--- src/rtl/mips_pkg.sv ---
// Shared MIPS control definitions: opcodes, ALU codes, mux selects, controller states.
// MC_CONTROL_BNE_EN adds BNE to the set of legal opcodes.
package mips_pkg;

    localparam logic [5:0] OP_RTYPE = 6'b000000;
    localparam logic [5:0] OP_LW    = 6'b100011;
    localparam logic [5:0] OP_SW    = 6'b101011;
    localparam logic [5:0] OP_BEQ   = 6'b000100;
    localparam logic [5:0] OP_BNE   = 6'b000101;
    localparam logic [5:0] OP_ADDI  = 6'b001000;
    localparam logic [5:0] OP_J     = 6'b000010;

    localparam logic [5:0] ALU_ADD = 6'b100000;
    localparam logic [5:0] ALU_SUB = 6'b100010;
    localparam logic [5:0] ALU_AND = 6'b100100;
    localparam logic [5:0] ALU_OR  = 6'b100101;
    localparam logic [5:0] ALU_XOR = 6'b100110;
    localparam logic [5:0] ALU_NOR = 6'b100111;
    localparam logic [5:0] ALU_SLT = 6'b101010;
    localparam logic [5:0] ALU_SLL = 6'b000000;
    localparam logic [5:0] ALU_SRL = 6'b000010;
    localparam logic [5:0] ALU_SRA = 6'b000011;

    localparam logic [1:0] PC_SRC_ALU    = 2'd0;
    localparam logic [1:0] PC_SRC_ALUOUT = 2'd1;
    localparam logic [1:0] PC_SRC_JUMP   = 2'd2;

    localparam logic [1:0] SRC_B_REG     = 2'd0;
    localparam logic [1:0] SRC_B_FOUR    = 2'd1;
    localparam logic [1:0] SRC_B_IMM     = 2'd2;
    localparam logic [1:0] SRC_B_IMM_SH2 = 2'd3;

    typedef enum logic [3:0] {
        StFetch   = 4'd0,
        StDecode  = 4'd1,
        StMemAdr  = 4'd2,
        StMemRd   = 4'd3,
        StMemWb   = 4'd4,
        StMemWr   = 4'd5,
        StRtypeEx = 4'd6,
        StRtypeWb = 4'd7,
        StBeqEx   = 4'd8,
        StAddiEx  = 4'd9,
        StAddiWb  = 4'd10,
        StJEx     = 4'd11,
        StBneEx   = 4'd12
    } state_t;

    typedef struct packed {
        logic       mem_req;
        logic       mem_write;
        logic       iord;
        logic       ir_write;
        logic       pc_write;
        logic [1:0] pc_src;
        logic       alu_src_a;
        logic [1:0] alu_src_b;
        logic [5:0] alu_control;
        logic       reg_write;
        logic       reg_dst;
        logic       mem_to_reg;
        logic       illegal_op;
    } ctrl_t;

    function automatic logic op_legal(input logic [5:0] op);
        logic legal;
        case (op)
            OP_RTYPE, OP_LW, OP_SW, OP_BEQ, OP_ADDI, OP_J: legal = 1'b1;
`ifdef MC_CONTROL_BNE_EN
            OP_BNE: legal = 1'b1;
`endif
            default: legal = 1'b0;
        endcase
        return legal;
    endfunction

endpackage

--- src/rtl/mc_out_decode.sv ---
// Combinational state-to-control decode for the multicycle controller.
// Mostly Moore; FETCH handshake, branch zero and DECODE illegal detection are the exceptions.
module mc_out_decode
    import mips_pkg::*;
(
    input  state_t     state,
    input  logic [5:0] opcode,
    input  logic [5:0] funct,
    input  logic       zero,
    input  logic       mem_ready,
    output ctrl_t      ctrl
);

    always_comb begin
        ctrl = '0;
        case (state)
            StFetch: begin
                ctrl.mem_req     = 1'b1;
                ctrl.alu_src_b   = SRC_B_FOUR;
                ctrl.alu_control = ALU_ADD;
                ctrl.pc_src      = PC_SRC_ALU;
                ctrl.ir_write    = mem_ready;
                ctrl.pc_write    = mem_ready;
            end
            StDecode: begin
                // Precompute the branch target into ALUOut while dispatching.
                ctrl.alu_src_b   = SRC_B_IMM_SH2;
                ctrl.alu_control = ALU_ADD;
                ctrl.illegal_op  = ~op_legal(opcode);
            end
            StMemAdr: begin
                ctrl.alu_src_a   = 1'b1;
                ctrl.alu_src_b   = SRC_B_IMM;
                ctrl.alu_control = ALU_ADD;
            end
            StMemRd: begin
                ctrl.mem_req = 1'b1;
                ctrl.iord    = 1'b1;
            end
            StMemWb: begin
                ctrl.reg_write  = 1'b1;
                ctrl.mem_to_reg = 1'b1;
            end
            StMemWr: begin
                ctrl.mem_req   = 1'b1;
                ctrl.iord      = 1'b1;
                ctrl.mem_write = 1'b1;
            end
            StRtypeEx: begin
                ctrl.alu_src_a   = 1'b1;
                ctrl.alu_src_b   = SRC_B_REG;
                ctrl.alu_control = funct;
            end
            StRtypeWb: begin
                ctrl.reg_write = 1'b1;
                ctrl.reg_dst   = 1'b1;
            end
            StBeqEx, StBneEx: begin
                ctrl.alu_src_a   = 1'b1;
                ctrl.alu_src_b   = SRC_B_REG;
                ctrl.alu_control = ALU_SUB;
                ctrl.pc_src      = PC_SRC_ALUOUT;
                ctrl.pc_write    = (state == StBneEx) ? ~zero : zero;
            end
            StAddiEx: begin
                ctrl.alu_src_a   = 1'b1;
                ctrl.alu_src_b   = SRC_B_IMM;
                ctrl.alu_control = ALU_ADD;
            end
            StAddiWb: begin
                ctrl.reg_write = 1'b1;
            end
            StJEx: begin
                ctrl.pc_src   = PC_SRC_JUMP;
                ctrl.pc_write = 1'b1;
            end
            default: ;
        endcase
    end

endmodule

--- src/rtl/mc_control.sv ---
// Multicycle MIPS main controller: state register, next-state logic and reset output gating.
// Define MC_CONTROL_BNE_EN to dispatch opcode 000101 to BNE_EX instead of flagging it illegal.
module mc_control
    import mips_pkg::*;
#(
    parameter int unsigned STATE_W     = 4,
    parameter int unsigned RESET_STATE = 0
) (
    input  logic               clk,
    input  logic               rst,
    input  logic [5:0]         opcode,
    input  logic [5:0]         funct,
    input  logic               zero,
    input  logic               mem_ready,
    output logic               mem_req,
    output logic               mem_write,
    output logic               iord,
    output logic               ir_write,
    output logic               pc_write,
    output logic [1:0]         pc_src,
    output logic               alu_src_a,
    output logic [1:0]         alu_src_b,
    output logic [5:0]         alu_control,
    output logic               reg_write,
    output logic               reg_dst,
    output logic               mem_to_reg,
    output logic               illegal_op,
    output logic [STATE_W-1:0] state_dbg
);

    localparam logic [3:0] ResetEnc = 4'(RESET_STATE);

    state_t state_q, state_d;
    ctrl_t  ctrl, ctrl_gated;

    always_comb begin
        state_d = StFetch;
        case (state_q)
            StFetch:  state_d = mem_ready ? StDecode : StFetch;
            StDecode: begin
                case (opcode)
                    OP_RTYPE:     state_d = StRtypeEx;
                    OP_LW, OP_SW: state_d = StMemAdr;
                    OP_BEQ:       state_d = StBeqEx;
                    OP_ADDI:      state_d = StAddiEx;
                    OP_J:         state_d = StJEx;
`ifdef MC_CONTROL_BNE_EN
                    OP_BNE:       state_d = StBneEx;
`endif
                    default:      state_d = StFetch;
                endcase
            end
            StMemAdr:  state_d = (opcode == OP_LW) ? StMemRd : StMemWr;
            StMemRd:   state_d = mem_ready ? StMemWb : StMemRd;
            StMemWr:   state_d = mem_ready ? StFetch : StMemWr;
            StRtypeEx: state_d = StRtypeWb;
            StAddiEx:  state_d = StAddiWb;
            // Writeback, branch, jump and unused encodings all return to FETCH.
            default:   state_d = StFetch;
        endcase
    end

    always_ff @(posedge clk) begin
        if (rst) begin
            state_q <= state_t'(ResetEnc);
        end else begin
            state_q <= state_d;
        end
    end

    mc_out_decode u_out_decode (
        .state     (state_q),
        .opcode    (opcode),
        .funct     (funct),
        .zero      (zero),
        .mem_ready (mem_ready),
        .ctrl      (ctrl)
    );

    // Holding outputs low during reset keeps any write strobe from firing in that cycle.
    assign ctrl_gated = rst ? '0 : ctrl;
    assign state_dbg  = rst ? STATE_W'(ResetEnc) : STATE_W'(state_q);

    assign mem_req     = ctrl_gated.mem_req;
    assign mem_write   = ctrl_gated.mem_write;
    assign iord        = ctrl_gated.iord;
    assign ir_write    = ctrl_gated.ir_write;
    assign pc_write    = ctrl_gated.pc_write;
    assign pc_src      = ctrl_gated.pc_src;
    assign alu_src_a   = ctrl_gated.alu_src_a;
    assign alu_src_b   = ctrl_gated.alu_src_b;
    assign alu_control = ctrl_gated.alu_control;
    assign reg_write   = ctrl_gated.reg_write;
    assign reg_dst     = ctrl_gated.reg_dst;
    assign mem_to_reg  = ctrl_gated.mem_to_reg;
    assign illegal_op  = ctrl_gated.illegal_op;

endmodule

--- config.mk ---
export PLATFORM = sky130hd
export DESIGN_NAME = mc_control
export DESIGN_NICKNAME = d
export VERILOG_FILES = /design/src/rtl/mips_pkg.sv /design/src/rtl/mc_out_decode.sv /design/src/rtl/mc_control.sv
export SDC_FILE = /design/constraint.sdc
export NUM_CORES = 1
export LEC_CHECK = 0
export CORE_MARGIN = 2
export CORE_UTILIZATION = 36
export CTS_CLUSTER_DIAMETER = 120
export DETAILED_ROUTE_END_ITERATION = 12
export HOLD_SLACK_MARGIN = 0.1
export PLACE_DENSITY = 0.79
export SYNTH_ARGS = -nofsm -noshare
export SYNTH_HDL_FRONTEND = slang
export SYNTH_SLANG_ARGS = --single-unit
--- constraint.sdc ---
create_clock -name clk -period 1.7 [get_ports clk]
set_clock_uncertainty 0.15 [all_clocks]
set_input_delay 0.255 -clock clk [delete_from_list [all_inputs] [get_ports clk]]
set_output_delay 0.255 -clock clk [all_outputs]
set_load 0.1 [all_outputs]
==> summary.txt, run 1 <==
Die Width: 46.4 um
Synth Cell Area: 648 um2
Syn_nets: 118
Seq/Total Area, Yosys: 12.4%
Synth area leader: dfxtp_1
Top cells by area, synth: dfxtp_1 (12%), a21oi_1 (6.9%), nor3_1 (6.9%)
Synth unique cells: 36
Count of input and output buffers: 39
Cells after Synth: 102
Final Wtd Congestion: 0.853
Synth Register Bits: 4
Status: aborted with a tool error
Synth top area share: 12.4%
# IOs: 40
Stopping stage: detailed placement
Synth warnings: 0
Post-Syn Area per Cell: 6.35 um2
Initial Util: 37.9%
Die height: 46.4 um
Row Count: 15
Stop err: [ERROR DPL-0038] Utilization greater than 100%, impossible to legalize
[synthesized netlist by cell type]
cell type and count:
a2111oi_0 1, a211o_1 1, a211oi_1 1, a21o_1 1
a21oi_1 9, a22oi_1 1, a311o_1 1, a31oi_1 1
a32oi_1 1, and2_1 5, and4_1 1, buf_2 4
clkbuf_1 4, dfxtp_1 4, inv_1 2, inv_2 1
mux2_2 1, nand2_1 7, nand2b_1 6, nand3_1 2
nor2_1 11, nor2b_1 3, nor3_1 9, nor4_1 4
o211ai_1 1, o21ai_0 4, o21bai_1 2, o22a_1 2
o311a_1 1, o31ai_1 2, or2_1 1, or2_2 1
or3_1 1, or3b_1 2, xnor2_1 2, xor2_1 2
[cell families after synthesis]
logic type | count (synthesis) | share of synthesized area (%)
multiplexers | 1 | 1.74
flip-flops | 4 | 12.4
buffers and inverters | 11 | 7.14
AND/OR/NAND/NOR | 53 | 43.2
XOR/XNOR | 4 | 5.41
AO/OA/AOI/OAI | 29 | 30.1
[through the flow]
| step | cells | setup slack [ns] | cell area [um2] |
|---|---|---|---|
| after global placement | 193 | -0.343 | 1790 |
| after floorplan | 102 | -0.571 | 910 |
==> run 2, diff against run 1 <==
==> config.mk (replaced) <==
export PLATFORM = sky130hd
export DESIGN_NAME = mc_control
export DESIGN_NICKNAME = d
export VERILOG_FILES = /design/src/rtl/mips_pkg.sv /design/src/rtl/mc_out_decode.sv /design/src/rtl/mc_control.sv
export SDC_FILE = /design/constraint.sdc
export NUM_CORES = 1
export LEC_CHECK = 0
export CORE_AREA = 2 2 63 65
export DETAILED_ROUTE_END_ITERATION = 12
export DIE_AREA = 0 0 65 67
export PLACE_DENSITY_LB_ADDON = 0.15
export SYNTH_ARGS = -nofsm -noshare
export SYNTH_HDL_FRONTEND = slang
export SYNTH_SLANG_ARGS = --single-unit
==> run 2 against run 1 <==
  * Synthesized area unchanged
  * Synthesized cell count unchanged
  * The flow now finishes, with violations (negative setup slack)
==> summary.txt, run 2 <==
Die Width: 65 um
Clock Latency Late Sink: 0.21 ns
Share of cells above drive strength 1: 72.1%
Antenna viol nets, final: 0
Worst R2R End: state_q[2]
Largest regs: state_q (4)
Avg WL per Cell: 14.1 um
Relative slew slack: 76.7%
DRC: 0
CTS sink cnt: 4
Core area: 3610 um2
Minimum clock period: 1.93 ns
Synth top cells by count: nor2_1 (11), a21oi_1 (9), nor3_1 (9)
DRT Pass-1 Iters: 4
Violated checks: negative setup slack
Seq/Total Area, Yosys: 12.4%
Final max-slew violation count: 0
Non-filler cells, final: 238
Crit-path max FO: 6
DP HPWL: 2.46 mm
R2R Setup Slk: 0.01 ns
Max reg flops: 4
Fill cells: 308
Die height: 67 um
Largest register by flop count: state_q
Hold crit path type: input pin to flop
Maxcap violations: 0
Synth top area share: 12.4%
Initial Util: 18.0%
Synth area leader: dfxtp_1
Synth unique cells: 36
Max VDD drop: 0.202 mV
RSZ-0062 raised after global routing: true
CTS tree: built
Crit path capture: reg_write
Grt met1 use: 15.9%
Most frequent cells in the layout: buf_4 (32), buf_12 (28), buf_6 (16), nor2_4 (8), clkdlybuf4s50_1 (8)
GRT Util Overall: 15.3%
Total number of vias: 1,120
Critical path startpoint category: flop
Count of input and output buffers: 39
Met2 usage: 31.7%
Initial drt markers: 19
Busiest grt layer: met2
Synth Flop Type: dfxtp_1
Syn_nets: 118
Final Net Count: 208
Met3 Use GR: 1.69%
Final Wtd Congestion: 0.721
Reg2Reg Launch Point: state_q[1]
Synth Register Bits: 4
Global-route wire length before repair: 5.20 mm
CTS Buf Count: 3
CTS Root Cell: clkbuf_8
R2r worst-path depth: 5
Setup WS post-layout: -0.226 ns
Setup TNS: -1.94 ns
Antenna violations before repair: 0
Crit path arrival time: 1.52 ns
Required time worst endpoint: 1.29 ns
Synth warnings: 0
Critical path startpoint: state_q[3]
Die ar.: 4360 um2
Crit. End Element: output pin
GRT overflow: 0
Final setup viols: 20
PD cells: 356 nW/um2
Top cells by area, synth: dfxtp_1 (12%), a21oi_1 (6.9%), nor3_1 (6.9%)
Area Growth Syn to Fin: 237%
Clock buffer depth: 2
Final period util: 113%
Hold-fix buffers at CTS: 0
# IOs: 40
Vias per cell: 4.71
Row Count: 22
Placed cells: 217
Antenna cells: 0
Cells after Synth: 102
Post-Syn Area per Cell: 6.35 um2
LEAKAGE: 0.846 nW
EDFF count, synth: 0
Largest net degree at the start of global routing: 10
Setup Crit Path Kind: flop to output pin
Commonest non-fill, non-tap cell in the layout: buf_4
Status: complete, but fails checks
Most frequent cell after synthesis: nor2_1
Synth Cell Area: 648 um2
CTS H-tree depth: 1
Final Hold Viols: 0
Vias in the first global route: 1,195
Drt total wl: 3.34 mm
Worst-path clk slew: 0.03 ns
Actual slew at the worst max-slew pin: 0.346 ns
Synth async-reset ratio: 0%
Highest Clock Rate: 519 MHz
[run 2: cell counts after synthesis]
No cell type changed its count.
[run 2: metal layers]
metal | wire [um] | up-vias
met4 | 44 | 0
li1 | - | 553
met5 | 0 | -
met3 | 179 | 4
met2 | 1900 | 39
met1 | 1220 | 524
[run 2: kinds of logic after synthesis]
family	count (synthesis)	synth area share, %
buf+inv	11	7.14
compound gates	29	30.1
xor+xnor	4	5.41
simple gates	53	43.2
mux	1	1.74
flops	4	12.4
[run 2: cell type report]
type	instances	area, um2	area share, %
Multi-Input combinational cell	87	818	37.5
Clock buffer	3	41.3	1.89
Timing Repair Buffer	93	1150	52.8
Tap cell	48	60.1	2.75
Inverter	3	16.3	0.745
Sequential cell	4	95.1	4.35
[run 2: worst min path at each step]
stage | to | cells past startpoint | slack [ns] | startpoint
3_5_place_dp | state_q[3] | 2 | 0.49 | state_q[2]
4_1_cts | state_q[3] | 2 | 0.44 | state_q[2]
6_report | state_q[0] | 5 | 0.32 | opcode[5]
3_3_place_gp | state_q[3] | 2 | 0.49 | state_q[2]
2_1_floorplan | state_q[0] | 3 | 0.28 | opcode[5]
5_1_grt | state_q[0] | 5 | 0.39 | opcode[0]
[run 2: repair_timing]
action	in CTS	in global routing
setup buffers	13	4
pin swaps	18	13
gates resized for setup	39	27
gates cloned	1	0
endpoints found under the setup margin	26	25
[run 2: worst max-delay path: stages (launching register included)]
cell      delay (ns)
dfxtp_4         0.36
nand2b_4        0.16
mux2_2          0.27
o22a_1          0.22
nor2_4          0.12
buf_12          0.18
[run 2: through the flow]
stage	power (mW)	utilization (%)	setup WS [ns]	instance area, um2	hold WS [ns]
floorplan	0.350	-	-0.571	910	0.279
global placement	0.535	50.2	-0.331	1810	0.490
detailed placement	0.541	50.2	-0.448	1810	0.490
CTS	0.765	58.3	-0.210	2100	0.441
global route	0.815	60.6	-0.259	2180	0.393
finish	0.779	60.6	-0.226	2180	0.325
[run 2: report_power, final]
group          leakage (nW)  internal, mW  total (mW)  switching [mW]
Sequential           0.0355        0.0949       0.104         0.00891
Clock                0.0216         0.150       0.190          0.0402
Combinational         0.789         0.225       0.485           0.260
Power figures use the tool's default switching activity.
==> run 3, diff against run 2 <==
--- a/config.mk
+++ b/config.mk
@@ -5,10 +5,12 @@
 export SDC_FILE = /design/constraint.sdc
 export NUM_CORES = 1
 export LEC_CHECK = 0
+export ABC_AREA = 1
 export CORE_AREA = 2 2 63 65
 export DETAILED_ROUTE_END_ITERATION = 12
 export DIE_AREA = 0 0 65 67
 export PLACE_DENSITY_LB_ADDON = 0.15
+export SKIP_LAST_GASP = 1
 export SYNTH_ARGS = -nofsm -noshare
 export SYNTH_HDL_FRONTEND = slang
 export SYNTH_SLANG_ARGS = --single-unit
==> run 3 against run 2 <==
  * Clock-buffer cell count grew 1
  * Register-to-register slack improved by 0.20 ns
  * Highest routed layer is now met3
  * The run still ends with negative setup slack left
  * Largest cell class unchanged
  * Synthesized cell count up 23%
  * Non-clock buffer count down 3
==> summary.txt, run 3 <==
Vias in the first global route: 1,161
Seq/Total Area, Yosys: 11.7%
Synth Flop Type: dfxtp_1
Drt total wl: 2.89 mm
Design Power: 0.644 mW
CP delay by family, top: flip-flops
DP HPWL: 2.47 mm
Most frequent cell after synthesis: nor2_1
DRC: 0
Main combinational cell family by area after synthesis: simple AND/OR/NAND/NOR gates
CTS Root Cell: clkbuf_8
Antenna viol nets, final: 0
GRT overflow: 0
# IOs: 40
Crit-path max FO: 5
Clock Latency Late Sink: 0.22 ns
Synth unique cells: 23
Row Count: 22
Highest Clock Rate: 545 MHz
CTS H-tree depth: 1
Max VDD drop: 0.277 mV
Initial Util: 19.0%
Actual slew at the worst max-slew pin: 0.271 ns
Violated checks: negative setup slack
Setup WS post-layout: -0.136 ns
Setup TNS: -1.18 ns
Initial drt markers: 14
FF+latch area: 95.1 um2
Max incr delay on CP: 0.38 ns
Die ar.: 4360 um2
CTS Buf Count: 3
EDFF count, synth: 0
Slowest CP cell: dfxtp_4
CP bufs+invs: 3
Relative slew slack: 81.9%
Setup Crit Path Kind: flop to output pin
Worst-path clk slew: 0.03 ns
Most frequent cells in the layout: buf_4 (41), buf_12 (25), nor2_4 (17), nor2_1 (13), inv_1 (12)
Hold crit path type: input pin to flop
CTS tree: built
Avg WL per Cell: 10.9 um
GRT Util Overall: 14.1%
Post-Syn Area per Cell: 5.50 um2
Largest regs: state_q (4)
Top cells by area, synth: nor2_1 (15%), nand3_1 (12%), dfxtp_1 (12%)
Minimum clock period: 1.84 ns
Synth top area share: 15.3%
Mux cell area share after synthesis: 0%
DRT Pass-1 Iters: 2
Commonest non-fill, non-tap cell in the layout: buf_4
Synth Area in Adders: 0%
Final setup viols: 18
Antenna violations before repair: 0
XOR/XNOR Fraction of Synth Area: 1.28%
Critical path startpoint category: flop
CTS sink cnt: 4
Max reg flops: 4
Fill cells: 314
Maxcap violations: 0
LEAKAGE: 0.995 nW
Final period util: 108%
Required time worst endpoint: 1.29 ns
Total number of vias: 1,124
Global-route wire length before repair: 4.91 mm
Count of input and output buffers: 39
Syn_nets: 141
Simple-gate share of the synthesized area: 67.8%
Synth top cells by count: nor2_1 (28), nand2_1 (18), nand3_1 (17)
Hold-fix buffers at CTS: 0
Most used cell, CP: nand2_2
Largest register by flop count: state_q
Share of cells above drive strength 1: 69.6%
PD cells: 295 nW/um2
Clock buffer depth: 2
CP Cell Sequence: inv_4 -> nor2_4 -> nand2_2 -> nand2_2 -> nor2_2 -> buf_4 -> a21oi_4 -> buf_12
Non-filler cells, final: 265
Final Hold Viols: 0
Cells after Synth: 125
Status: complete, but fails checks
Multi-input logic area: 826 um2
RSZ-0062 raised after global routing: true
Synth Register Bits: 4
Area Growth Syn to Fin: 217%
Final max-slew violation count: 0
Vias per cell: 4.24
Synth async-reset ratio: 0%
Synth Cell Area: 687 um2
Antenna cells: 0
Final Wtd Congestion: 0.803
Area fraction in compound gates after synthesis: 6.38%
Die height: 67 um
Synth area leader: nor2_1
Core area: 3610 um2
Largest net degree at the start of global routing: 7
Synth warnings: 0
Placed cells: 254
Crit path arrival time: 1.43 ns
Crit. End Element: output pin
Die Width: 65 um
Final Net Count: 234
-- run 3: logic make-up after synthesis --
group	count (synthesis)
simple gates	90
buf+inv	22
compound gates	8
flops	4
xor+xnor	1
-- run 3: path summary, 6_finish.rpt --
| path | start | end | slack [ns] | cells past startpoint |
|---|---|---|---|---|
| max | state_q[1] | alu_src_a | -0.14 | 8 |
| min | opcode[4] | state_q[1] | 0.54 | 6 |
| max reg2reg | state_q[1] | state_q[0] | 0.21 | 10 |
| min reg2reg | state_q[1] | state_q[2] | 0.65 | 6 |
-- run 3: where the power goes --
group / internal [mW] / leakage, nW / switching, mW / total, mW
Clock: 0.160 / 0.0228 / 0.0460 / 0.206
Combinational: 0.143 / 0.937 / 0.197 / 0.341
Sequential: 0.0919 / 0.0355 / 0.00531 / 0.0972
-- run 3: final cells by class --
| cell class | instances | share of cell area, % |
|---|---|---|
| Clock buffer | 4 | 2.07 |
| Tap cell | 48 | 2.76 |
| Multi-Input combinational cell | 99 | 37.9 |
| Inverter | 20 | 4.71 |
| Sequential cell | 4 | 4.36 |
| Timing Repair Buffer | 90 | 48.2 |
-- run 3: worst register-to-register path, delay by kind of cell, from the launching register on --
family	cells	cell delay (ns)
flops	1	0.36
simple gates	5	0.35
buf+inv	4	0.47
compound gates	1	0.10
-- run 3: timing repair --
item	CTS	global route
resized for setup	29	8
endpoints found under the setup margin	24	20
pin swaps	14	7
setup buffers	7	0
hold endpoints to repair	0	0
-- run 3: per-layer routing --
layer	global-route usage, %	part of all wire (%)	routed length (um)	up-vias
li1	-	-	-	576
met1	13.9	36	1040	516
met2	30.4	59	1690	32
met3	1.86	5.3	153	0
met4	2.66	0	0	0
met5	0	0	0	-
-- run 3: per-stage QoR --
stage / util (%) / instance area (um2) / setup WS (ns) / hold WS, ns
after floorplan: - / 942 / -0.483 / 0.337
after global placement: 54.3 / 1960 / -0.210 / 0.594
after detailed placement: 54.3 / 1960 / -0.247 / 0.597
after CTS: 59.3 / 2140 / -0.135 / 0.543
after global routing: 60.4 / 2180 / -0.207 / 0.584
final: 60.4 / 2180 / -0.136 / 0.537
==> run 4, diff against run 3 <==
--- a/config.mk
+++ b/config.mk
@@ -9,7 +9,7 @@
 export CORE_AREA = 2 2 63 65
 export DETAILED_ROUTE_END_ITERATION = 12
 export DIE_AREA = 0 0 65 67
-export PLACE_DENSITY_LB_ADDON = 0.15
+export PLACE_DENSITY = 0.58
 export SKIP_LAST_GASP = 1
 export SYNTH_ARGS = -nofsm -noshare
 export SYNTH_HDL_FRONTEND = slang
==> run 4 against run 3 <==
  * Register-to-register slack gained 0.04 ns
  * The run still ends with negative setup slack left
  * Largest power group unchanged
  * Fmax grew 0.37%
  * Combinational power grew 2%
  * Die area is the same
  * Sequential power is essentially flat
  * Cell count shrank 0.75%
  * Clock power grew 4%
  * Clock-buffer cell count is the same
  * Wire length shrank 7.3%
  * Critical path type unchanged
  * First-iteration DRC count grew 29%
  * Core utilization grew 0.73 points
==> summary.txt, run 4 (synthesis gave the netlist of run 3 again) <==
Actual slew at the worst max-slew pin: 0.234 ns
Multi-input logic area: 826 um2
GRT overflow: 0
Final Net Count: 232
CTS H-tree depth: 1
Crit path arrival time: 1.42 ns
Largest regs: state_q (4)
Global-route wire length before repair: 4.50 mm
# IOs: 40
Count of input and output buffers: 39
Worst-path clk slew: 0.04 ns
Setup WS post-layout: -0.129 ns
Fill cells: 304
GRT Util Overall: 12.6%
Share of cells above drive strength 1: 68.4%
Initial Util: 19.0%
Total number of vias: 1,070
DP HPWL: 2.14 mm
Area Growth Syn to Fin: 221%
Max VDD drop: 0.232 mV
CTS Buf Count: 3
RSZ-0062 raised after global routing: true
Final max-slew violation count: 0
Slowest CP cell: dfxtp_4
Antenna viol nets, final: 0
Violated checks: negative setup slack
Vias in the first global route: 1,034
CTS sink cnt: 4
Crit-path max FO: 4
Setup Crit Path Kind: flop to output pin
Critical path startpoint category: flop
Antenna violations before repair: 0
Largest register by flop count: state_q
Drt total wl: 2.68 mm
Status: complete, but fails checks
Max reg flops: 4
Clock Latency Late Sink: 0.22 ns
Required time worst endpoint: 1.29 ns
Final period util: 108%
Die height: 67 um
CTS Root Cell: clkbuf_8
Max incr delay on CP: 0.37 ns
FF+latch area: 95.1 um2
Avg WL per Cell: 10.2 um
Clock buffer depth: 2
Largest net degree at the start of global routing: 7
Minimum clock period: 1.83 ns
CP delay by family, top: flip-flops
Relative slew slack: 84.3%
Final setup viols: 16
Hold slack: 0.502 ns
Die ar.: 4360 um2
Crit. End Element: output pin
CTS tree: built
Final Hold Viols: 0
Final Wtd Congestion: 0.806
CP Cell Sequence: inv_6 -> nor2_4 -> nand2_2 -> nand2_2 -> nor2_2 -> buf_4 -> a21oi_4 -> buf_12
Die Width: 65 um
Maxcap violations: 0
Antenna cells: 0
Core area: 3610 um2
DRC: 0
Placed cells: 243
PD cells: 298 nW/um2
LEAKAGE: 0.997 nW
Hold crit path type: flop to flop
Most frequent cells in the layout: buf_4 (34), buf_12 (27), nor2_4 (19)
Most used cell, CP: nand2_2
Non-filler cells, final: 263
Commonest non-fill, non-tap cell in the layout: buf_4
Highest Clock Rate: 547 MHz
DRT Pass-1 Iters: 4
CP bufs+invs: 3
Initial drt markers: 18
Row Count: 22
Vias per cell: 4.07
-- run 4: cell count changes in the layout (fill, tap and decap cells not counted), sizes merged --
| cell | previous run | this run |
|---|---|---|
| buf | 75 | 73 |
-- run 4: cell type report --
class,instances,share of cell area (%)
timing repair buffer,88,48.6
multi-input combinational,99,37.4
inverter,20,4.88
sequential,4,4.31
tap,48,2.72
clock buffer,4,2.04
-- run 4: tightest hold or removal path, cell delays in order, from the launching register on --
cell	delay, ns
dfxtp_4	0.37
nor2_2	0.05
nand2_2	0.10
a21oi_1	0.08
-- run 4: final timing paths --
check             startpoint         end  slack, ns  cells past startpoint
hold reg to reg   state_q[1]  state_q[3]       0.50                      3
setup reg to reg  state_q[1]  state_q[0]       0.25                     10
setup / recovery  state_q[1]   alu_src_a      -0.13                      8
hold / removal    state_q[1]  state_q[3]       0.50                      3
-- run 4: stage by stage --
stage                     total power [mW]  worst slack (ns)  instance area, um2  utilization [%]  TNS [ns]
after global routing                 0.690            -0.221                2210             61.2     -2.51
after CTS                            0.647            -0.137                2090             57.8     -1.47
final                                0.657            -0.129                2210             61.2     -1.29
after detailed placement             0.414            -0.250                1890             52.4     -3.59
after global placement               0.412            -0.244                1890             52.4     -3.46
after floorplan                      0.276            -0.483                 942                -     -3.46
-- run 4: what timing repair did --
item / CTS / global route
setup buffers: 10 / 6
hold buffers: 0 / 0
pin swaps: 14 / 14
resized for setup: 28 / 14
endpoints found under the setup margin: 24 / 22
-- run 4: metal layers --
layer / wire length, um / up-vias / share of wire, % / GRT usage, %
li1: - / 577 / - / -
met1: 1070 / 472 / 40 / 15.2
met2: 1500 / 21 / 56 / 24.2
met3: 102 / 0 / 3.8 / 1.69
met4: 0 / 0 / 0 / 1.60
met5: 0 / - / 0 / 0
-- run 4: report_power, final --
| group | switching [mW] | leakage, nW | internal, mW |
|---|---|---|---|
| clock network | 0.0534 | 0.0228 | 0.161 |
| registers | 0.00508 | 0.0355 | 0.0918 |
| logic | 0.196 | 0.939 | 0.151 |
